===== config.mk =====
export PLATFORM = sky130hd
export DESIGN_NAME = varre_pontos_flat
export DESIGN_NICKNAME = d
export VERILOG_FILES = /design/src/rtl/varre_pkg.sv /design/src/rtl/varre_pontos_if.sv /design/src/rtl/varre_contador.sv /design/src/rtl/varre_pontos.sv /design/src/flat_wrapper.sv
export SDC_FILE = /design/constraint.sdc
export NUM_CORES = 1
export LEC_CHECK = 0
export ABC_CLOCK_PERIOD_IN_PS = 1800
export CAP_MARGIN = 20
export CORE_ASPECT_RATIO = 1.2
export CORE_MARGIN = 2
export CORE_UTILIZATION = 54
export DETAILED_ROUTE_END_ITERATION = 8
export DONT_BUFFER_PORTS = 1
export GPL_ROUTABILITY_DRIVEN = 0
export PLACE_DENSITY_LB_ADDON = 0.15
export SYNTH_ARGS = -nofsm -noshare
export SYNTH_HDL_FRONTEND = slang
export SYNTH_SLANG_ARGS = --single-unit

===== constraint.sdc =====
create_clock -name clk -period 1.8 [get_ports clk]
set_input_delay 0.36 -clock clk [delete_from_list [all_inputs] [get_ports clk]]
set_output_delay 0.36 -clock clk [all_outputs]
set_load 0.05 [all_outputs]

===== src/rtl/varre_pkg.sv =====
// Shared types for the raster scanner: coordinate width, coordinate type, FSM states.
// Latency: n/a (types and constants only).
// Backpressure: n/a.
package varre_pkg;

  localparam int COORD_W = 11;

  typedef logic [COORD_W-1:0] coord_t;

  typedef enum logic [2:0] {
    IDLE,
    SETTLE,
    WAIT,
    EMIT,
    DONE
  } state_t;

endpackage


===== src/rtl/varre_pontos_if.sv =====
// Bundle of the checker-side point bus and the pixel valid/ready stream.
// Latency: n/a (wires only).
// Backpressure: pix_ready from the frame writer stalls the scanner.
interface varre_pontos_if;
  import varre_pkg::*;

  // point-in-triangle checker side
  coord_t pt_x;
  coord_t pt_y;
  logic   pt_pronto;
  logic   pt_cor;

  // pixel stream toward the frame writer
  logic   pix_valid;
  logic   pix_ready;
  coord_t pix_x;
  coord_t pix_y;
  logic   pix_cor;
  logic   frame_end;

  // scanner side
  modport master (
    output pt_x, pt_y,
    input  pt_pronto, pt_cor,
    output pix_valid, pix_x, pix_y, pix_cor, frame_end,
    input  pix_ready
  );

  // checker + frame writer side
  modport slave (
    input  pt_x, pt_y,
    output pt_pronto, pt_cor,
    input  pix_valid, pix_x, pix_y, pix_cor, frame_end,
    output pix_ready
  );

endinterface


===== src/rtl/varre_contador.sv =====
// Row-major x/y raster counter: load clears to (0,0), inc steps one pixel.
// Latency: outputs update on the edge where load/inc is sampled.
// Backpressure: none; the caller only pulses inc once per accepted pixel.
module varre_contador
  import varre_pkg::*;
#(
  parameter int H_RES = 800,
  parameter int V_RES = 600
) (
  input  logic   clk,
  input  logic   rst_n,
  input  logic   load,
  input  logic   inc,
  output coord_t x,
  output coord_t y,
  output logic   last
);

  logic x_end;
  logic y_end;

  assign x_end = (x == coord_t'(H_RES - 1));
  assign y_end = (y == coord_t'(V_RES - 1));
  assign last  = x_end & y_end;

  // advance x, wrapping into the next line at the end of each row
  always_ff @(posedge clk or negedge rst_n) begin
    if (!rst_n) begin
      x <= '0;
      y <= '0;
    end else if (load) begin
      x <= '0;
      y <= '0;
    end else if (inc) begin
      if (x_end) begin
        x <= '0;
        y <= y_end ? '0 : y + 1'b1;
      end else begin
        x <= x + 1'b1;
      end
    end
  end

endmodule


===== src/rtl/varre_pontos.sv =====
// Raster scanner: sweeps the frame, queries the checker per pixel, emits one beat per pixel.
// Latency: >=3 cycles per pixel (SETTLE, WAIT, EMIT) plus 2 per frame; done one cycle after last beat.
// Backpressure: pix_ready low holds the beat and coordinates; VARRE_TIMEOUT_EN adds a WAIT watchdog and err.
module varre_pontos
  import varre_pkg::*;
#(
  parameter int H_RES   = 800,
  parameter int V_RES   = 600,
  parameter int TIMEOUT = 64
) (
  input  logic clk,
  input  logic rst_n,
  input  logic start,
  output logic busy,
  output logic done,
`ifdef VARRE_TIMEOUT_EN
  output logic err,
`endif
  varre_pontos_if.master bus
);

  state_t state;
  coord_t x;
  coord_t y;
  logic   last;
  logic   load;
  logic   inc;
  logic   pix_valid;
  coord_t pix_x;
  coord_t pix_y;
  logic   pix_cor;

`ifdef VARRE_TIMEOUT_EN
  logic [15:0] wcnt;
`endif

  // new frame on an accepted start; step only on a handshake that is not the last pixel
  assign load = (state == IDLE) & start;
  assign inc  = (state == EMIT) & bus.pix_ready & ~last;

  varre_contador #(
    .H_RES (H_RES),
    .V_RES (V_RES)
  ) u_contador (
    .clk   (clk),
    .rst_n (rst_n),
    .load  (load),
    .inc   (inc),
    .x     (x),
    .y     (y),
    .last  (last)
  );

  assign bus.pt_x      = x;
  assign bus.pt_y      = y;
  assign bus.pix_valid = pix_valid;
  assign bus.pix_x     = pix_x;
  assign bus.pix_y     = pix_y;
  assign bus.pix_cor   = pix_cor;
  assign bus.frame_end = pix_valid & last;

  // scan sequencer with registered status and beat outputs
  always_ff @(posedge clk or negedge rst_n) begin
    if (!rst_n) begin
      state     <= IDLE;
      busy      <= 1'b0;
      done      <= 1'b0;
      pix_valid <= 1'b0;
      pix_x     <= '0;
      pix_y     <= '0;
      pix_cor   <= 1'b0;
`ifdef VARRE_TIMEOUT_EN
      err       <= 1'b0;
      wcnt      <= '0;
`endif
    end else begin
      case (state)
        IDLE: begin
          done <= 1'b0;
          if (start) begin
            busy  <= 1'b1;
            state <= SETTLE;
`ifdef VARRE_TIMEOUT_EN
            err   <= 1'b0;
`endif
          end
        end
        // one dead cycle so the checker can drop pronto for the new coordinate
        SETTLE: begin
          state <= WAIT;
`ifdef VARRE_TIMEOUT_EN
          wcnt  <= '0;
`endif
        end
        WAIT: begin
          if (bus.pt_pronto) begin
            pix_x     <= x;
            pix_y     <= y;
            pix_cor   <= bus.pt_cor;
            pix_valid <= 1'b1;
            state     <= EMIT;
          end
`ifdef VARRE_TIMEOUT_EN
          else if (wcnt == 16'(TIMEOUT - 1)) begin
            // checker never answered: emit a background pixel and flag it
            pix_x     <= x;
            pix_y     <= y;
            pix_cor   <= 1'b0;
            pix_valid <= 1'b1;
            err       <= 1'b1;
            state     <= EMIT;
          end else begin
            wcnt <= wcnt + 1'b1;
          end
`endif
        end
        EMIT: begin
          if (bus.pix_ready) begin
            pix_valid <= 1'b0;
            if (last) begin
              done  <= 1'b1;
              busy  <= 1'b0;
              state <= DONE;
            end else begin
              state <= SETTLE;
            end
          end
        end
        DONE: begin
          done  <= 1'b0;
          state <= IDLE;
        end
        default: state <= IDLE;
      endcase
    end
  end

endmodule


===== src/flat_wrapper.sv =====
// flat-port wrapper written by rule: the top's interface ports become plain ports
module varre_pontos_flat import varre_pkg::*;
#(
  parameter int H_RES   = 800,
  parameter int V_RES   = 600,
  parameter int TIMEOUT = 64
)
  (clk, rst_n, start, busy, done, bus_pt_x, bus_pt_y, bus_pt_pronto, bus_pt_cor, bus_pix_valid, bus_pix_x, bus_pix_y, bus_pix_cor, bus_frame_end, bus_pix_ready);
  varre_pontos_if bus_i ();
  input  logic clk;
  input  logic rst_n;
  input  logic start;
  output logic busy;
  output logic done;
  output wire logic [$bits(bus_i.pt_x)-1:0] bus_pt_x;
  output wire logic [$bits(bus_i.pt_y)-1:0] bus_pt_y;
  input wire logic [$bits(bus_i.pt_pronto)-1:0] bus_pt_pronto;
  input wire logic [$bits(bus_i.pt_cor)-1:0] bus_pt_cor;
  output wire logic [$bits(bus_i.pix_valid)-1:0] bus_pix_valid;
  output wire logic [$bits(bus_i.pix_x)-1:0] bus_pix_x;
  output wire logic [$bits(bus_i.pix_y)-1:0] bus_pix_y;
  output wire logic [$bits(bus_i.pix_cor)-1:0] bus_pix_cor;
  output wire logic [$bits(bus_i.frame_end)-1:0] bus_frame_end;
  input wire logic [$bits(bus_i.pix_ready)-1:0] bus_pix_ready;
  assign bus_pt_x = bus_i.pt_x;
  assign bus_pt_y = bus_i.pt_y;
  assign bus_i.pt_pronto = bus_pt_pronto;
  assign bus_i.pt_cor = bus_pt_cor;
  assign bus_pix_valid = bus_i.pix_valid;
  assign bus_pix_x = bus_i.pix_x;
  assign bus_pix_y = bus_i.pix_y;
  assign bus_pix_cor = bus_i.pix_cor;
  assign bus_frame_end = bus_i.frame_end;
  assign bus_i.pix_ready = bus_pix_ready;
  varre_pontos #(.H_RES(H_RES), .V_RES(V_RES), .TIMEOUT(TIMEOUT)) u_core (.clk(clk), .rst_n(rst_n), .start(start), .busy(busy), .done(done), .bus(bus_i));
endmodule

Word level (Yosys, flattened, before mapping) --
Cells that the tools add are included.
Storage, ports and cells: output and inout bits 49, input port bits 6, bits in registers 51, word-level logic and storage cells 62
Operators by class: bitwise operators 6, reduce and logical (&&, ||, !) cells 13, equal/unequal tests 10, multiplexer cells 22, $add $sub $neg 2
Operators with widths (count):
- $mux 11 | 7
- $add 11x1->11 const B | 2
- $eq 11x10->1 const B | 2
- $mux 3 | 4
- $pmux 3 s4 | 1
- $reduce_bool 2->1 | 5
- $reduce_and 3->1 | 3
- $mux 1 | 7
- $eq 3x2->1 const B | 2
- $ne 2x2->1 const B | 3
- $pmux 1 s2 | 3
- $and 1x1->1 | 5
- $reduce_and 2->1 | 2
- $reduce_and 4->1 | 1
- $eq 3x1->1 const B | 1
- $eq 3x3->1 const B | 1
- $logic_not 3->1 | 1
- $ne 2x1->1 const B | 1
- $reduce_or 2->1 | 1
- $not 1->1 | 1

Longest topological paths before layout --
word-level depth 6, gate-level depth with buffers 7, mapped depth without buffers 5

Hierarchy --
A second synthesis with hierarchy kept.
Unflattened totals: cell total of the unflattened synthesis 195, area total of the unflattened synthesis 2464.9 sq um
Modules (own cells, without submodules):
- varre_contador | sequential area each 550.5 sq um, cells an instance 123, times used 1, area an instance 1244.9 sq um
- varre_pontos | sequential area each 725.7 sq um, cells an instance 72, times used 1, area an instance 1219.9 sq um

Worst setup path before layout --
Ideal clock, no wire load.
path kind flip-flop to output port, start point reg u_core.u_contador.x[0], end point out bus_frame_end, cell stages (with the launch flop) 7, path buffers 2, slack -597 ps, required time 1440 ps, data arrival time 2037 ps, cell sequence dfrtp_1 -> ha_1 -> and4_1 -> buf_4 -> and3_4 -> buf_6 -> and3_1
Between the ends: cells in the longest elaborated chain, start to end 3
Ends and longest elaborated chain:
- start: declaration | RTL line varre_contador.sv:14 | output coord_t x,
- start signal: assignment | RTL line varre_contador.sv:39 | x <= x + 1'b1;
- $eq 11x10->1 | RTL line varre_contador.sv:22 | assign x_end = (x == coord_t'(H_RES - 1));
- $and 1x1->1 | RTL line varre_contador.sv:24 | assign last = x_end & y_end;
- $and 1x1->1 | RTL line varre_pontos.sv:60 | assign bus.frame_end = pix_valid & last;
- end: declaration | RTL line flat_wrapper.sv:23 | output wire logic [$bits(bus_i.frame_end)-1:0] bus_frame_end;
No other way between the ends.

Worst setup path in the final report --
start point reg u_core.u_contador.y[3], end point out bus_frame_end
Between the ends: cells in the longest elaborated chain, start to end 3
Ends and longest elaborated chain:
- start: declaration | RTL line varre_contador.sv:15 | output coord_t y,
- start signal: assignment | RTL line varre_contador.sv:37 | y <= y_end ? '0 : y + 1'b1;
- $eq 11x10->1 | RTL line varre_contador.sv:23 | assign y_end = (y == coord_t'(V_RES - 1));
- $and 1x1->1 | RTL line varre_contador.sv:24
- $and 1x1->1 | RTL line varre_pontos.sv:60
No other way between the ends.

==> reports/metrics.yaml <==
cellLeakagePower_nw: 1.37
syn_nets: 219
portBuffers: 0
syn_area_per_cell_um2: 11.8
synth-seq-area-share: 0.511
dp_slack_ns: 0.0370
worstHoldPathCells: 1
routedWlPerCell_um: 19.8
ant_nets: 0
antenna_found_initial: 0
start_util: 0.552
cts_buffers: 5
yosys_warnings: 0
routed_via_density: 6.43
vias: 2013
drt_wl_total_um: 6210
vdd_drop_max_mv: 0.563
diodes: 0
synth_edf_count: 0
required_ns: 1.44
reg2regPathDepth: 7
cts_tree: "built"
setup_ws_ns: -0.178
drive_above_1_share: 0.455
clk_pin_slew_ns: 0.09
core_mm2: 0.00453
worst_pin_slew_ns: 0.499
cp_num_cells: 3
synth-seq-cells: 51
slew_headroom: 0.667
tns_ns: -0.178
first_pass_iters: 4
path_cells: "nor4b_4 > and4_4 > and3_4"
violations: "setup timing"
grt_usage: 0.244
yosysUniqueCellTypes: 50
dieArea_mm2: 0.00519
utilization: 0.693
ioPinCount: 55
syn-cell-area_mm2: 0.00250
setup_viol: 1
clockRootBuffer: "clkbuf_8"
synth_cells: 211
cts_max_level: 2
grt.overflow.total: 0
rsz0062_at_grt: "yes"
cellPowerDensity_mw_per_mm2: 1000
cap_violations: 0
report.final.slew_viol_count: 0
grt_pass1_wl_um: 9780
status: "finished with violations"
fin_cells: 313
clock-sinks: 51
finalHoldViolations: 0
area_growth_pct: 25.5
fp-row-count: 27
cts_buffer_depth: 2
drc: 0
cp_slowest_cell: "dfrtp_2"
synth_flop_cell: "dfrtp_1"
fmax_mhz: 506
min_period_ns: 1.98
async_flop_share: 1.00
arrival_ns: 1.62
endpoint_kind: "output pin"
crit_fanout: 2
final.setup_skew_ns: 0.00420
clkLatencyLatePin_ns: 0.30
fp.dieW_um: 66.1
placed_cells: 294
drtIter0Drc: 159
grt_pass1_vias: 2049
path_buf_inv: 0
grt_max_degree: 52
start_kind: "register"
dieHeight_um: 78.5
period_share: 1.10
critPathMaxStageDelay_ns: 0.43
detailed_place_hpwl_um: 4150
fin_nets: 262
hp-class: "input pin to register"
critPathKind: "register to output pin"
critPathTopFamily: "simple AND/OR/NAND/NOR gates"
[sequential cells by signal, summed over array words and instances, names as in the netlist]
name                  flops
u_core.bus.pix_cor        1
u_core.bus.pix_y         11
u_core.u_contador.x      11
u_core.bus.pix_x         11
u_core.bus.pix_valid      1
u_core.state              3
u_core.u_contador.y      11
u_core.done               1
u_core.busy               1
[power by group]
group | switching (mW) | internal [mW]
Sequential | 0.249 | 1.27
Clock | 0.381 | 0.273
Combinational | 0.602 | 0.370
Total | 1.23 | 1.91
[metal layers]
metal  up-vias  track usage  part of all wire
met5         -            0                 0
met4         0       0.0816             0.027
met3        17       0.0630             0.066
met2        79        0.432              0.53
met1      1017        0.281              0.38
li1        900            -                 -
[stage by stage]
step / instance area, µm² / power [mW] / hold WS (ns)
after global routing: 3140 / 3.28 / 0.208
final: 3140 / 3.14 / 0.215
after floorplan: 2600 / 2.14 / 0.0644
after CTS: 3050 / 3.15 / 0.211
after global placement: 2890 / 2.42 / 0.0656
after detailed placement: 2890 / 2.47 / 0.0658
[kinds of logic after synthesis]
kind of cell / synth area share
adder cells (fa/ha/maj): 0.0100
multiplexers: 0.136
XOR/XNOR: 0.00351
flip-flops: 0.511
AND/OR/NAND/NOR: 0.189
buffers and inverters: 0.0391
AO/OA/AOI/OAI: 0.112
[Yosys cell counts (2+ instances only)]
cell type,count,area share
nor4_1,2,0.0050
and4_1,5,0.018
nor4b_1,3,0.011
nand2_1,12,0.018
o311ai_1,3,0.011
clkbuf_1,3,0.0045
o21ai_0,6,0.012
mux2i_1,8,0.032
buf_6,2,0.0090
o31ai_1,4,0.012
or4_1,3,0.0090
nand4b_1,2,0.0070
a21oi_1,4,0.0080
dfrtp_1,51,0.51
nor2_1,6,0.0090
mux2_2,23,0.10
and3_1,7,0.018
o311ai_0,2,0.0070
buf_2,6,0.012
inv_1,3,0.0045
nand4_1,6,0.015
nor4bb_1,2,0.0080
and2_1,3,0.0075
buf_4,3,0.0090
nand3_1,11,0.022
ha_1,2,0.010
o211ai_1,6,0.018
[cells in the final DEF, fill, tap and decap left out, types with 2 or more instances in the layout]
master | synthesis | layout
buf_4 | 3 | 44
dfrtp_1 | 51 | 35
mux2_2 | 23 | 23
dfrtp_2 | 0 | 16
nand2_1 | 12 | 12
nand3_1 | 11 | 11
mux2i_1 | 8 | 8
nor2_1 | 6 | 6
nand4_1 | 6 | 6
and3_1 | 7 | 6
o211ai_1 | 6 | 6
clkbuf_8 | 0 | 5
o21ai_0 | 6 | 4
a21oi_1 | 4 | 4
o21ai_1 | 1 | 3
and4_1 | 5 | 3
and2_1 | 3 | 3
inv_1 | 3 | 3
o311ai_1 | 3 | 3
o31ai_1 | 4 | 3
buf_6 | 2 | 3
and4_4 | 0 | 2
and3_4 | 1 | 2
nor4bb_4 | 0 | 2
nand4b_1 | 2 | 2
nor4b_1 | 3 | 2
or4_4 | 0 | 2
[cell type report]
cell class	instances	area, µm²
clock buffer	6	72.6
clock inverter	2	12.5
fill	342	1390
inverter	3	11.3
multi-input combinational	143	1250
sequential	51	1300
tap	58	72.6
timing repair buffer	50	422
[final timing paths]
| kind | start | endpoint | slack (ns) |
|---|---|---|---|
| worst max-delay path | u_core.u_contador.y[3] | bus_frame_end | -0.18 |
| worst min-delay path | bus_pt_cor | u_core.bus.pix_cor | 0.22 |
| worst max register to register | u_core.u_contador.x[1] | u_core.u_contador.y[9] | 0.02 |
| worst min register to register | u_core.u_contador.x[2] | u_core.u_contador.x[2] | 0.55 |
| max in group asynchronous | rst_n | u_core.u_contador.y[1] | 1.00 |
| min in group asynchronous | rst_n | u_core.bus.pix_x[8] | 0.56 |
[what timing repair did]
| action | CTS | global route |
|---|---|---|
| setup endpoints to repair | 1 | 15 |
| cloned | 0 | 0 |
| pin swaps | 4 | 8 |
| buffers inserted | 3 | 6 |
| resized for setup | 5 | 11 |
| hold buffers | 2 | 0 |
| hold endpoints to repair | 51 | 0 |
No activity file was read; power rests on OpenSTA's default activity.
